--- src/rtl/pause_dim_ctrl.sv ---
// pause_dim_ctrl
// Merges the user pause toggle with external pause requests. After a long
// user pause it fades the core's RGB output down in right-shift steps, and
// it snaps back to full brightness on unpause.
//
// Timing summary (measured in clk_sys edges):
//   edge T        : a rising user_pause is sampled, so the toggle sets and the FSM enters WAIT (timer=0)
//   edge T+DIM    : level 1 (FADE, or DIM when MAX_SHIFT==1)
//   every STEP    : level +1 until MAX_SHIFT (DIM)
//   rgb_out at edge E is rgb_in >> (dim_level held just before E)
module pause_dim_ctrl #(
    parameter int RGB_W       = 4,
    parameter int N_SRC       = 1,
    parameter int DIM_CYCLES  = 480000000,
    parameter int STEP_CYCLES = 4800000,
    parameter int MAX_SHIFT   = 1
) (
    input  logic                             clk_sys,
    input  logic                             reset,
    input  logic                             user_pause,
    input  logic [N_SRC-1:0]                 pause_req,
    input  logic                             dim_en,
    input  logic [3*RGB_W-1:0]               rgb_in,
    output logic                             pause,
    output logic                             paused_user,
    output logic [$clog2(MAX_SHIFT+1)-1:0]   dim_level,
    output logic [3*RGB_W-1:0]               rgb_out
);

    localparam int TW = $clog2(DIM_CYCLES + 1);
    localparam int SW = $clog2(STEP_CYCLES + 1);
    localparam int LW = $clog2(MAX_SHIFT + 1);

    // The timer stops at the last wait count and holds there.
    localparam logic [TW-1:0] TIMER_SAT = TW'(DIM_CYCLES - 1);
    localparam logic [SW-1:0] STEP_LAST = SW'(STEP_CYCLES - 1);
    // This is the level that sits one step below the final shift.
    localparam logic [LW-1:0] LVL_PEN   = LW'(MAX_SHIFT - 1);

    typedef enum logic [1:0] {
        ST_RUN  = 2'd0,
        ST_WAIT = 2'd1,
        ST_FADE = 2'd2,
        ST_DIM  = 2'd3
    } state_t;

    state_t          fsm_state;
    logic            toggle;
    logic            old_p;
    logic [TW-1:0]   timer;
    logic [SW-1:0]   step_cnt;
    logic [LW-1:0]   level;

    logic            user_rise;
    logic            toggle_nx;

    // A rising edge on the pause button flips the toggle. The FSM looks at
    // the post-edge value, so pausing and unpausing act on the same edge that
    // updates the toggle.
    assign user_rise = user_pause & ~old_p;
    assign toggle_nx = toggle ^ user_rise;

    // Button edge detector and user toggle. Reset wins over a coincident edge.
    always_ff @(posedge clk_sys) begin
        if (reset) begin
            old_p  <= 1'b0;
            toggle <= 1'b0;
        end else begin
            old_p  <= user_pause;
            toggle <= toggle_nx;
        end
    end

    // Dimming FSM. It runs only from the user toggle; external requests never touch it.
    always_ff @(posedge clk_sys) begin
        if (reset) begin
            fsm_state <= ST_RUN;
            timer     <= '0;
            step_cnt  <= '0;
            level     <= '0;
        end else if (!toggle_nx) begin
            // An unpause from any state snaps back to full brightness.
            fsm_state <= ST_RUN;
            timer     <= '0;
            step_cnt  <= '0;
            level     <= '0;
        end else begin
            case (fsm_state)
                ST_RUN: begin
                    fsm_state <= ST_WAIT;
                    timer     <= '0;
                    step_cnt  <= '0;
                    level     <= '0;
                end
                ST_WAIT: begin
                    level <= '0;
                    if (timer == TIMER_SAT && dim_en) begin
                        level     <= LW'(1);
                        step_cnt  <= '0;
                        fsm_state <= (MAX_SHIFT == 1) ? ST_DIM : ST_FADE;
                    end else if (timer != TIMER_SAT) begin
                        timer <= timer + TW'(1);
                    end
                end
                ST_FADE: begin
                    if (!dim_en) begin
                        // Dimming is disabled, so park in WAIT ready to fade again.
                        fsm_state <= ST_WAIT;
                        timer     <= TIMER_SAT;
                        step_cnt  <= '0;
                        level     <= '0;
                    end else if (step_cnt == STEP_LAST) begin
                        step_cnt <= '0;
                        level    <= level + LW'(1);
                        if (level == LVL_PEN) begin
                            fsm_state <= ST_DIM;
                        end
                    end else begin
                        step_cnt <= step_cnt + SW'(1);
                    end
                end
                ST_DIM: begin
                    if (!dim_en) begin
                        fsm_state <= ST_WAIT;
                        timer     <= TIMER_SAT;
                        step_cnt  <= '0;
                        level     <= '0;
                    end
                end
                default: begin
                    fsm_state <= ST_RUN;
                    timer     <= '0;
                    step_cnt  <= '0;
                    level     <= '0;
                end
            endcase
        end
    end

    // Registered video path. Each channel is shifted right by the current level.
    always_ff @(posedge clk_sys) begin
        if (reset) begin
            rgb_out <= '0;
        end else begin
            rgb_out <= {rgb_in[3*RGB_W-1:2*RGB_W] >> level,
                        rgb_in[2*RGB_W-1:RGB_W]   >> level,
                        rgb_in[RGB_W-1:0]         >> level};
        end
    end

    // External requests pause the core in the same cycle they arrive.
    assign pause       = toggle | (|pause_req);
    assign paused_user = toggle;
    assign dim_level   = level;

endmodule

--- config.mk ---
export PLATFORM = sky130hd
export DESIGN_NAME = pause_dim_ctrl
export DESIGN_NICKNAME = d
export VERILOG_FILES = /design/src/rtl/pause_dim_ctrl.sv
export SDC_FILE = /design/constraint.sdc
export NUM_CORES = 1
export LEC_CHECK = 0
export ABC_AREA = 1
export CAP_MARGIN = 20
export CORE_ASPECT_RATIO = 0.9
export CORE_MARGIN = 5
export CORE_UTILIZATION = 46
export CTS_BUF_LIST = sky130_fd_sc_hd__clkbuf_8
export DETAILED_ROUTE_END_ITERATION = 8
export DONT_BUFFER_PORTS = 1
export SYNTH_ARGS = -nofsm -noshare
export SYNTH_HDL_FRONTEND = slang
export SYNTH_SLANG_ARGS = --single-unit
--- constraint.sdc ---
create_clock -name clk_sys -period 4.6 [get_ports clk_sys]
set_clock_uncertainty 0.1 [all_clocks]
set_input_delay 1.15 -clock clk_sys [delete_from_list [all_inputs] [get_ports clk_sys]]
set_output_delay 1.15 -clock clk_sys [all_outputs]
set_load 0.01 [all_outputs]
# Word level (Yosys, flattened, before mapping)
# Cells that the tools add are included.
# totals
elab_cells	59
out_inout_bits	15
ff_bits	69
# classes
n_bitwise	5
n_eq_ne	13
n_addsub	3
shifts	3
n_reduce_logical	8
mux	20
# op_table
op	n
$mux 23	4
$pmux 23 s4	1
$mux 29	3
$pmux 29 s3	1
$add 29x1->29 const B	1
$eq 29x29->1 const B	1
$ne 29x29->1 const B	1
$add 23x1->23 const B	1
$eq 23x23->1 const B	1
$shr 4x1->4	3
$mux 2	5
$ne 2x2->1 const B	5
$pmux 2 s4	1
$ne 3x3->1 const B	2
$eq 2x2->1 const B	2
$mux 1	4
$pmux 1 s4	1
$reduce_and 2->1	2
$reduce_and 4->1	1
$reduce_or 2->1	2
$reduce_and 3->1	1
$eq 2x1->1 const B	1
$logic_not 2->1	1
$not 1->1	2
other kinds (5)	5

# Logic depth before layout (Yosys ltp)
# logic_depth
ltp_word	5
ltp_mapped	13
depth_no_buf	12

# Worst setup path before layout
# Ideal clock, no wire load.
# synth_timing
kind	input to output
startpoint	in pause_req
endpoint	out pause
path_buffers	0
path_stages	1
arrival_time_ps	1438
slack_ps	1912
cell_sequence	or2_2
# synth_between
elab_chain_cells	1
# synth_rtl
item	line_no	rtl
start: declaration	21	input logic [N_SRC-1:0] pause_req,
$or 1x1->1	152	assign pause = toggle | (|pause_req);
end: declaration	24	output logic pause,
# No other way between the ends.

# Worst setup path in the final report
# layout_timing
startpoint	reg fsm_state[0]
endpoint	reg timer[6]
# layout_between
elab_chain_cells	4
word_cells_on_any_way	10
cone_classes	6 x eq/ne; 1 x mux; 3 x reduce/logical
# layout_rtl
item	line_no	rtl
start: declaration	47	state_t fsm_state;
start signal: assignment	100	fsm_state <= (MAX_SHIFT == 1) ? ST_DIM : ST_FADE;
$eq 2x2->1	88	case (fsm_state)
$reduce_or 2->1 (no line)	-	
$ne 2x2->1 (no line)	-	
$reduce_and 3->1 (no line)	-	
end signal: assignment	102	timer <= timer + TW'(1);
end: declaration	50	logic [TW-1:0] timer;
# Several ways; a longest one is shown, not always the timed one.
# A chain may end at the register's enable or synchronous reset.

==> metrics.md <==
| Metric | Value |
|---|---|
| Max frequency | `352 MHz` |
| TritonCTS clock tree | `yes` |
| Gp weighted congestion | `approximately 0.95` |
| CP startpoint | `fsm_state[0]` |
| Synth Register Bits | `69` |
| Cell area after layout | `between 4000 and 5000 um^2` |
| FF-to-FF End | `timer[6]` |
| Hold crit path type | `flop to flop` |
| CP Data Required Time | `4.79 ns` |
| DP HPWL | `8.61 mm` |
| Worst path arrival time | `approximately 3 ns` |
| Synth warn | `0` |
| Post-layout nets | `about 740` |
| Worst relative slew slack | `a little under two fifths` |
| Crit path to | `timer[6]` |
| Status | `complete, no violations` |
| RSZ-0062 raised after global routing | `false` |
| Post-cts sizing count | `0` |
| Antenna viol nets, final | `0` |
| Global-route wire length before repair | `approximately 20 mm` |
| Port bufs | `0` |
| Critical path type | `flop to flop` |
| Drt first pass iters | `5` |
| CTS Hold Bufs | `0` |
| Vias | `4,479` |
| Syn nets | `around 750` |
| Max_cap viols | `0` |
| Util after Layout | `~49%` |
| Largest net degree at the start of global routing | `31` |
| Slew of the pin with the lowest slew margin | `about 0.93 ns` |
| Final setup vio count | `0` |
| PD cells | `around 280 nW/um^2` |
| Setup WS post-layout | `around 1.8 ns` |
| Synthesis-to-layout area growth | `5.74%` |
| Clock Root Buffer | `clkbuf_8` |
| Die height | `~100 um` |
| Initial Utilization | `a little under half` |
| Post-CTS Setup Repair Bufs | `0` |
| R2r worst-path depth | `9` |
| Rows | `34` |
| CTS Buf Count | `9` |
| Remaining routing DRC violations | `0` |
| Final hold slack | `roughly 0.39 ns` |
| Reg-to-reg startpoint | `fsm_state[0]` |
| Layout cells sized above 1 | `under 10%` |
| Ys flop type | `dfxtp_1` |
| Synth Cell Area | `~4500 um^2` |
| Dpl cells | `836` |
| Clock sinks | `just under 70` |
| Fin. max-slew vios | `0` |
| DIE WIDTH | `about 110 um` |
| Register area share after synthesis | `slightly above 30%` |
| Worst setup EP type | `flop` |
| Clk buf depth | `2` |
| Initial antenna violation count | `0` |
| Startpoint types | `flop` |
| Vias per inst | `5.26` |
| Final Hold Fails | `0` |
| VDD IR max | `roughly 0.14 mV` |
| Iter 0 DRT Violations | `just over 400` |
| I/O pins | `32` |
| Non-filler cells in the finished layout | `roughly 850` |
| Ys async rst share | `0%` |
| CP max FO | `30` |
| Core Area | `roughly 9600 um^2` |
| Placed cell areas | `~4500 um^2` |
| Worst skew pair latency | `approximately 0.35 ns` |
| Yosys cell types | `35` |
| Drt wl/cell | `roughly 14 um` |
| WL final | `11.8 mm` |
| Htree depth | `3` |
| GRT Residual Overflow | `0` |
| TNS Setup | `0 ns` |
| GRT Total Usage | `approximately a fifth` |
| Die area | `approximately 12,000 um^2` |
| FILL cells | `approximately 1,000` |
| Final period util | `between 60% and 70%` |
| Clock slew at reported path FFs | `~0.080 ns` |
| Ant diodes | `0` |
| Pre-CTS setup slack | `1.61 ns` |
| R2R Setup Slk | `1.76 ns` |
| Syn_area_per_cell | `around 6.1 um^2` |
| Post-synthesis cell count | `728` |
| Number of global-route vias before repair | `4,003` |
| Leak Pwr | `1.75 nW` |
| Overall Power | `about 1.3 mW` |
| Crit path time final | `~2.8 ns` |
| Number of synthesized flops with an enable pin | `0` |
-- where the power goes --
group / internal (mW) / switching, mW / leakage (nW)
sequential: 0.607 / 0.00963 / 0.560
clock: 0.324 / 0.258 / 0.113
combinational: 0.0242 / 0.0797 / 1.08
total: 0.955 / 0.347 / 1.75
-- final cells by class --
cell class              count  area [um^2]  area share [%]
well taps                 126          158            3.33
clock inverters             6         93.8            1.98
flip-flops and latches     69         1380            29.2
inverters                  84          315            6.67
repair buffers              2         15.0           0.318
clock buffers              10          138            2.91
multi-input cells         555         2630            55.6
-- critical path, stage by stage (launching register included) --
cell and delay (ns):
dfxtp_1 0.38, inv_1 0.08, ha_1 0.24, nor2_2 0.62
inv_1 0.15, nand2_1 0.16, nand2_4 0.26, nor2_4 0.46
o21ai_0 0.20, a21oi_2 0.14
-- worst min path at each step --
stage	start	endpoint	depth (start not counted)	slack (ns)
floorplan	step_cnt[21]	step_cnt[21]	2	0.36
global placement	step_cnt[1]	step_cnt[1]	2	0.37
detailed placement	step_cnt[1]	step_cnt[1]	2	0.38
CTS	step_cnt[1]	step_cnt[1]	2	0.39
global route	step_cnt[21]	step_cnt[21]	2	0.41
finish	step_cnt[21]	step_cnt[21]	2	0.39
-- layer usage --
metal,vias up,GRT usage [%],share of wire [%]
met2,143,28.1,40
met5,-,0,0
met4,0,5.34,0.89
met1,2027,31.3,50
met3,11,4.66,8.5
li1,2298,-,-
-- cells in the mapped netlist, types with 2 or more instances --
cell	n	area share, %
o21bai_1	2	0.34
nor4_1	2	0.28
nand2_4	4	1.0
nor2_1	118	9.9
a21oi_1	40	4.5
nand2_2	11	1.5
xnor2_1	2	0.39
buf_12	3	1.3
nor2_4	5	1.3
dfxtp_1	69	31
nor3_1	9	1.0
buf_2	4	0.45
xor2_1	3	0.59
o21ai_0	33	3.7
inv_1	80	6.7
ha_1	6	1.7
a21oi_2	18	3.5
nand2_1	220	18
nand3b_1	2	0.34
buf_6	2	0.50
inv_2	4	0.34
nand3_1	49	5.5
clkbuf_1	9	0.76
nand4_1	22	3.1
-- kinds of logic after synthesis --
| family | after synthesis | share of synthesized area, % |
|---|---|---|
| flip-flops | 69 | 30.9 |
| XOR/XNOR | 5 | 0.979 |
| AND/OR/NAND/NOR | 449 | 43.8 |
| AO/OA/AOI/OAI | 95 | 12.3 |
| buffers and inverters | 104 | 10.4 |
| adder cells (fa/ha/maj) | 6 | 1.68 |
-- cells in the final DEF (no fill, tap or decap), types with 3 or more instances in the layout --
master,instances
nand2_1,220
nor2_1,118
inv_1,80
dfxtp_1,69
nand3_1,49
a21oi_1,40
o21ai_0,33
nand4_1,22
a21oi_2,18
nand2_2,11
clkbuf_8,10
nor3_1,9
ha_1,6
nor2_4,5
inv_2,4
nand2_4,4
xor2_1,3
-- state kept, by name, summed over array words and instances (netlist names) --
name and flops:
fsm_state 2, old_p 1, timer 29, step_cnt 23, dim_level 1, rgb_out 12, paused_user 1
No activity file was read; power rests on OpenSTA's default activity.
